**config.mk**
```make
export PLATFORM = sky130hd
export DESIGN_NAME = stats_req_parser
export DESIGN_NICKNAME = d
export VERILOG_FILES = /design/src/rtl/stats_manager_pkg.sv /design/src/rtl/stats_req_cursor.sv /design/src/rtl/stats_req_parser.sv
export SDC_FILE = /design/constraint.sdc
export NUM_CORES = 1
export LEC_CHECK = 0
export BUFFER_PORTS_ARGS = -buffer_cell sky130_fd_sc_hd__buf_2
export CAP_MARGIN = 15
export CELL_PAD_IN_SITES_DETAIL_PLACEMENT = 1
export CELL_PAD_IN_SITES_GLOBAL_PLACEMENT = 1
export CORE_UTILIZATION = 45
export CTS_CLUSTER_DIAMETER = 200
export DETAILED_ROUTE_END_ITERATION = 6
export PLACE_DENSITY_LB_ADDON = 0.12
export SKIP_CTS_REPAIR_TIMING = 1
export SLEW_MARGIN = 20
export SYNTH_ARGS = -nofsm -noshare
export SYNTH_HDL_FRONTEND = slang
export SYNTH_SLANG_ARGS = --single-unit
export TNS_END_PERCENT = 30
```
**constraint.sdc**
```tcl
create_clock -name clk -period 7.1 [get_ports clk]
set_clock_uncertainty 0.05 [all_clocks]
set_input_delay 1.065 -clock clk [delete_from_list [all_inputs] [get_ports clk]]
set_output_delay 1.065 -clock clk [all_outputs]
set_load 0.05 [all_outputs]
```
**src/rtl/stats_manager_pkg.sv**
```systemverilog
// stats_manager_pkg: shared tracker/requester types and the stats request parser FSM encoding
package stats_manager_pkg;

    localparam int TRACKER_ADDR_W = 10;
    localparam int COORD_W        = 10;
    localparam int FBITS_W        = 4;

    localparam logic [FBITS_W-1:0] TRACKER_FBITS = 4'h5;

    typedef enum logic [1:0] {
        TRACKER_REQ_READ  = 2'd0,
        TRACKER_REQ_STATS = 2'd1,
        TRACKER_REQ_CLEAR = 2'd2
    } tracker_req_type;

    localparam tracker_req_type STATS_REQ_TYPE = TRACKER_REQ_STATS;

    typedef struct packed {
        tracker_req_type             req_type;
        logic [COORD_W-1:0]          dst_x;
        logic [COORD_W-1:0]          dst_y;
        logic [FBITS_W-1:0]          dst_fbits;
        logic [TRACKER_ADDR_W-1:0]   start_addr;
        logic [TRACKER_ADDR_W-1:0]   end_addr;
    } requester_input;

    typedef enum logic {
        IDLE  = 1'b0,
        DRAIN = 1'b1
    } stats_req_parser_state_e;

endpackage

```
**src/rtl/stats_req_cursor.sv**
```systemverilog
// stats_req_cursor: tracker log read cursor and chunk end-address clamp; STATS_REQ_PARSER_WRAP_EN wraps to 0 at the log end, otherwise saturates
module stats_req_cursor
    import stats_manager_pkg::*;
#(
    parameter int CHUNK_ENTRIES = 64,
    parameter int ADDR_LIMIT    = 2**TRACKER_ADDR_W
) (
    input  logic                      clk,
    input  logic                      rst_n,
    input  logic                      clr_i,
    input  logic                      adv_i,
    output logic [TRACKER_ADDR_W-1:0] cursor_o,
    output logic [TRACKER_ADDR_W-1:0] end_addr_o
);
    localparam int W = TRACKER_ADDR_W + 1;
    localparam logic [W-1:0] CHUNK_M1 = W'(CHUNK_ENTRIES - 1);
    localparam logic [W-1:0] LAST     = W'(ADDR_LIMIT - 1);
`ifdef STATS_REQ_PARSER_WRAP_EN
    localparam logic [TRACKER_ADDR_W-1:0] AT_END = '0;
`else
    localparam logic [TRACKER_ADDR_W-1:0] AT_END = TRACKER_ADDR_W'(ADDR_LIMIT - 1);
`endif

    logic [TRACKER_ADDR_W-1:0] cursor_q, cursor_d;
    logic [W-1:0]              sum, end_w;

    // Chunk end computed one bit wider so the sum cannot overflow before the clamp
    always_comb begin
        sum   = {1'b0, cursor_q} + CHUNK_M1;
        end_w = (sum > LAST) ? LAST : sum;
    end

    // Step past the issued chunk; a clear overrides a simultaneous advance
    always_comb begin
        cursor_d = clr_i ? '0 :
                   !adv_i ? cursor_q :
                   (end_w == LAST) ? AT_END : TRACKER_ADDR_W'(end_w + W'(1));
    end

    // Cursor register
    always_ff @(posedge clk or negedge rst_n) begin
        if (!rst_n) cursor_q <= '0;
        else        cursor_q <= cursor_d;
    end

    assign cursor_o   = cursor_q;
    assign end_addr_o = TRACKER_ADDR_W'(end_w);

endmodule

```
**src/rtl/stats_req_parser.sv**
```systemverilog
// stats_req_parser: turns 2-byte (x, y) request packets from the RX byte stream into requester commands that walk the tracker log
module stats_req_parser
    import stats_manager_pkg::*;
#(
    parameter int IN_BYTES      = 8,
    parameter int CHUNK_ENTRIES = 64,
    parameter int ADDR_LIMIT    = 2**TRACKER_ADDR_W
) (
    input  logic                            clk,
    input  logic                            rst_n,
    input  logic                            rx_req_val,
    input  logic [IN_BYTES*8-1:0]           rx_req_data,
    input  logic [$clog2(IN_BYTES+1)-1:0]   rx_req_bytes,
    output logic                            rx_req_rdy,
    input  logic                            cursor_clr,
    output logic                            req_val,
    output requester_input                  req_data,
    input  logic                            req_rdy,
    output logic [TRACKER_ADDR_W-1:0]       cursor
);
    localparam int W  = IN_BYTES * 8;
    localparam int BW = $clog2(IN_BYTES + 1);

    stats_req_parser_state_e   state_q, state_d;
    logic [W-1:0]              data_q, data_d;
    logic [BW-1:0]             rem_q, rem_d;
    logic [7:0]                carry_q, carry_d;
    logic                      carry_vld_q, carry_vld_d;
    logic                      req_val_q, req_val_d;
    requester_input            req_data_q, req_data_d;
    logic [7:0]                b0, b1, x, y;
    logic                      has_cmd, fire;
    logic [TRACKER_ADDR_W-1:0] end_addr;

    stats_req_cursor #(
        .CHUNK_ENTRIES (CHUNK_ENTRIES),
        .ADDR_LIMIT    (ADDR_LIMIT)
    ) u_cursor (
        .clk        (clk),
        .rst_n      (rst_n),
        .clr_i      (cursor_clr),
        .adv_i      (fire),
        .cursor_o   (cursor),
        .end_addr_o (end_addr)
    );

    // Held bytes are kept left-aligned so the next packet always sits in the top two bytes
    assign b0      = data_q[W-1 -: 8];
    assign b1      = data_q[W-9 -: 8];
    assign x       = carry_vld_q ? carry_q : b0;
    assign y       = carry_vld_q ? b0 : b1;
    assign has_cmd = carry_vld_q ? (rem_q != '0) : (rem_q >= BW'(2));
    assign fire    = (state_q == DRAIN) && has_cmd && (!req_val_q || req_rdy);

    assign rx_req_rdy = rst_n && (state_q == IDLE);
    assign req_val    = req_val_q;
    assign req_data   = req_data_q;

    // State and datapath registers
    always_ff @(posedge clk or negedge rst_n) begin
        if (!rst_n) begin
            state_q     <= IDLE;
            data_q      <= '0;
            rem_q       <= '0;
            carry_q     <= '0;
            carry_vld_q <= 1'b0;
            req_val_q   <= 1'b0;
            req_data_q  <= '0;
        end else begin
            state_q     <= state_d;
            data_q      <= data_d;
            rem_q       <= rem_d;
            carry_q     <= carry_d;
            carry_vld_q <= carry_vld_d;
            req_val_q   <= req_val_d;
            req_data_q  <= req_data_d;
        end
    end

    // Leave DRAIN as soon as fewer than two usable bytes remain
    always_comb begin
        state_d = (state_q == IDLE) ? (rx_req_val ? DRAIN : IDLE) : (has_cmd ? DRAIN : IDLE);
    end

    // Beat capture, packet extraction, carry handling and output register load
    always_comb begin
        data_d      = data_q;
        rem_d       = rem_q;
        carry_d     = carry_q;
        carry_vld_d = carry_vld_q;
        req_val_d   = req_val_q && !req_rdy;
        req_data_d  = req_data_q;
        if (state_q == IDLE && rx_req_val) begin
            data_d = rx_req_data;
            rem_d  = rx_req_bytes;
        end
        if (fire) begin
            data_d                = data_q << (carry_vld_q ? 8 : 16);
            rem_d                 = rem_q - (carry_vld_q ? BW'(1) : BW'(2));
            carry_vld_d           = 1'b0;
            req_val_d             = 1'b1;
            req_data_d.req_type   = STATS_REQ_TYPE;
            req_data_d.dst_x      = COORD_W'(x);
            req_data_d.dst_y      = COORD_W'(y);
            req_data_d.dst_fbits  = TRACKER_FBITS;
            req_data_d.start_addr = cursor;
            req_data_d.end_addr   = end_addr;
        end
        if (state_q == DRAIN && !carry_vld_q && rem_q == BW'(1)) begin
            carry_d     = b0;
            carry_vld_d = 1'b1;
        end
    end

endmodule

```
==> out/metrics.csv <==
metric;value;unit
Power Internal;2.31;mW
CP max stage delay;0.57;ns
total negative slack;0;ns
Worst VDD drop;0.356;mV
largest net degree at the start of global routing;93;
NumNets Final;896;
worst setup margin;3.40;ns
actual slew at the worst max-slew pin;0.928;ns
Sw Ratio;47.9;%
vias in the first global route;5788;
Clock Sinks;126;
routability cong.;0.880;
Final HPWL DP;13300;um
syn_area_per_cell;9.16;um2
first-pass GRT wire length;31400;um
Pwr Density;561;nW/um2
Core Region;14500;um2
starting density of the core;46.1;%
critical path's top delay family;simple AND/OR/NAND/NOR gates;
status;finished, final reports clean;
Finished Cell Area;7890;um2
number of setup violations in the final report;0;
Fillers;1702;
crit path max fanout;12;
clock group share of total power;17.9;%
Overall Global Routing Usage;26.9;%
routed vias;5830;
Mapped Area;6710;um2
number of DRC markers in iteration 0;392;
Tmin final;3.70;ns
pins over their slew limit;0;
Via density;5.76;
area of the die;15400;um2
Ys Warns;0;
port buffer count;123;
clock buffer depth;2;
Netlist cell types;66;
Layout area overhead;17.6;%
Tightest Hold Check Type;reg2reg;
FP Rows;44;
root buf cell;clkbuf_16;
share of power burned in registers;32.3;%
Avg WL per Cell;19.6;um
Critical-path top delay cell;dfrtp_1;
RSZ-0062 raised after global routing;no;
Placed Area;7350;um2
pre-CTS setup slack;3.45;ns
Buf/Inv on CP;1;
antenna diode instance count;0;
Worst setup EP type;register;
CTS tree;built;
Slew HR;38.1;%
crit path kind;reg2reg;
P_leak;3.51;nW
#FFs+latches synth;126;
crit path launch type;register;
I/O pin cnt;131;
sequential area share after synthesis;47.0;%
crit-path cells;inv_1, ha_1, or3b_4, o21ai_2, nand2b_1, nand2_1, ha_1, o211ai_1, o21bai_4, or4_1, a31oi_1, a311oi_1;
Logic pwr share;49.8;%
Max-cap violations;0;
initial antenna violation count;0;
Main synth FF type;dfrtp_1;
Initial DRT Pass Iterations;5;
Async SR Flop Fraction;100;%
Worst-path clk slew;0.05;ns
Clock Latency Late Sink;0.41;ns
Fin. Hold Viols;0;
Multi-input gate area;3260;um2
gr ovfl total;0;
final period utilization;52.2;%
H-tree levels;4;
DRT Wirelength;19900;um
switching power;2.12;mW
DP Cell Count;983;
Die Width;124;um
WP data required;7.28;ns
Die Ht;124;um
Post-route DRC;0;
ratio of cells with drive above 1 in the final layout;23.6;%
Highest Clock Rate;0.270;GHz
EDFF count, synth;0;
antenna viol nets, final;0;
fin cells;1013;
critical path arrival;3.88;ns
Register Area;3160;um2
CP dominant cell by count;ha_1;
total CTS buffers;17;
Synth Instances;732;
[routing by layer]
layer,GRT usage [%],share of wire (%)
met1,38.2,48
met2,41.4,46
met3,4.21,3.8
met4,9.90,1.7
met5,0,0
[power groups by stage]
| stage | sequential (mW) | combinational (mW) | clock, mW |
|---|---|---|---|
| global route | 1.48 | 2.41 | 0.832 |
| CTS | 1.43 | 2.22 | 0.806 |
| detailed placement | 1.43 | 2.20 | 0 |
| floorplan | 1.64 | 1.40 | 0 |
| global placement | 1.40 | 2.13 | 0 |
| finish | 1.43 | 2.21 | 0.793 |
[worst paths after layout]
kind / from / to / slack [ns] / cells after the start
max in group asynchronous: rst_n / data_q[42] / 5.15 / 2
worst min-delay path: req_data[5] / req_data[5] / 0.42 / 2
worst max register to register: u_cursor.cursor_o[0] / u_cursor.cursor_o[8] / 3.40 / 12
min in group asynchronous: rst_n / req_data[26] / 0.61 / 1
worst max-delay path: u_cursor.cursor_o[0] / u_cursor.cursor_o[8] / 3.40 / 12
worst min register to register: req_data[5] / req_data[5] / 0.42 / 2
[through the flow]
stage	power (mW)	hold slack (ns)	util (%)
floorplan	3.04	0.430	-
global placement	3.53	0.398	50.5
detailed placement	3.63	0.409	50.6
CTS	4.46	0.426	54.3
global route	4.72	0.459	54.3
finish	4.43	0.419	54.3
[registers in the layout, indices dropped and copies added (netlist names)]
signal             flops
req_val                1
rem_q                  4
carry_vld_q            1
u_cursor.cursor_o     10
data_q                64
carry_q                8
state_q                1
req_data              37
[synthesized netlist by cell type, types with 2 or more instances]
master	number	area, um2
a211oi_1	40	300
and3_1	6	37.5
or4_1	2	15.0
or3_1	3	18.8
buf_1	6	22.5
nor2_1	21	78.8
o31ai_1	3	22.5
nor3_1	5	25.0
a22oi_1	3	22.5
ha_1	4	50.1
nand2_1	180	676
nand2b_1	6	37.5
dfrtp_1	126	3150
nor4_2	3	37.5
o21ai_0	33	165
nor2b_1	36	225
xnor2_1	2	17.5
a21o_1	3	22.5
inv_1	9	33.8
o22a_1	3	26.3
mux2i_1	31	310
nor3b_2	2	25.0
nor4_1	2	12.5
a31oi_1	45	282
nand4bb_1	2	22.5
clkbuf_1	41	154
o221a_2	13	146
xor2_1	2	17.5
o211ai_1	4	30.0
nand3_1	8	40.0
buf_2	11	55.1
a21oi_1	26	130
mux2_2	8	90.1
o311ai_0	2	17.5
buf_4	9	67.6
a311oi_1	2	17.5
[placed cells by master, fill, tap and decap left out, types with 6 or more instances in the layout]
cell type and count:
nor2_1 21, clkbuf_16 17, dfrtp_1 125, a211oi_1 40
buf_4 6, o221a_2 13, nor2b_1 35, conb_1 7
inv_1 9, nand2_1 179, o21ai_0 33, nand3_1 7
nand2b_1 6, mux2_2 8, a21oi_1 26, mux2i_1 31
buf_2 122, a31oi_1 45
[worst min-delay path: cells and delay by family, from the launching register on]
| family | cells | cell delay [ns] |
|---|---|---|
| flip-flops | 1 | 0.34 |
| AND/OR/NAND/NOR | 2 | 0.10 |
[kinds of logic after synthesis]
group                    after synthesis  share of synthesized area [%]
AO/OA/AOI/OAI                        196                           20.3
XOR/XNOR                               5                          0.765
adder cells (fa/ha/maj)                5                           1.04
buffers and inverters                 77                           5.13
flip-flops                           126                           47.0
multiplexers                          39                           5.97
other                                  1                         0.0559
AND/OR/NAND/NOR                      283                           19.7
[final cells by class]
cell class | count | share of cell area, %
repair buffers | 129 | 8.45
inverters | 9 | 0.428
clock inverters | 5 | 0.412
well taps | 184 | 2.92
flip-flops and latches | 126 | 40.0
clock buffers | 25 | 6.41
multi-input cells | 535 | 41.4
(Power assumes the default switching activity.)
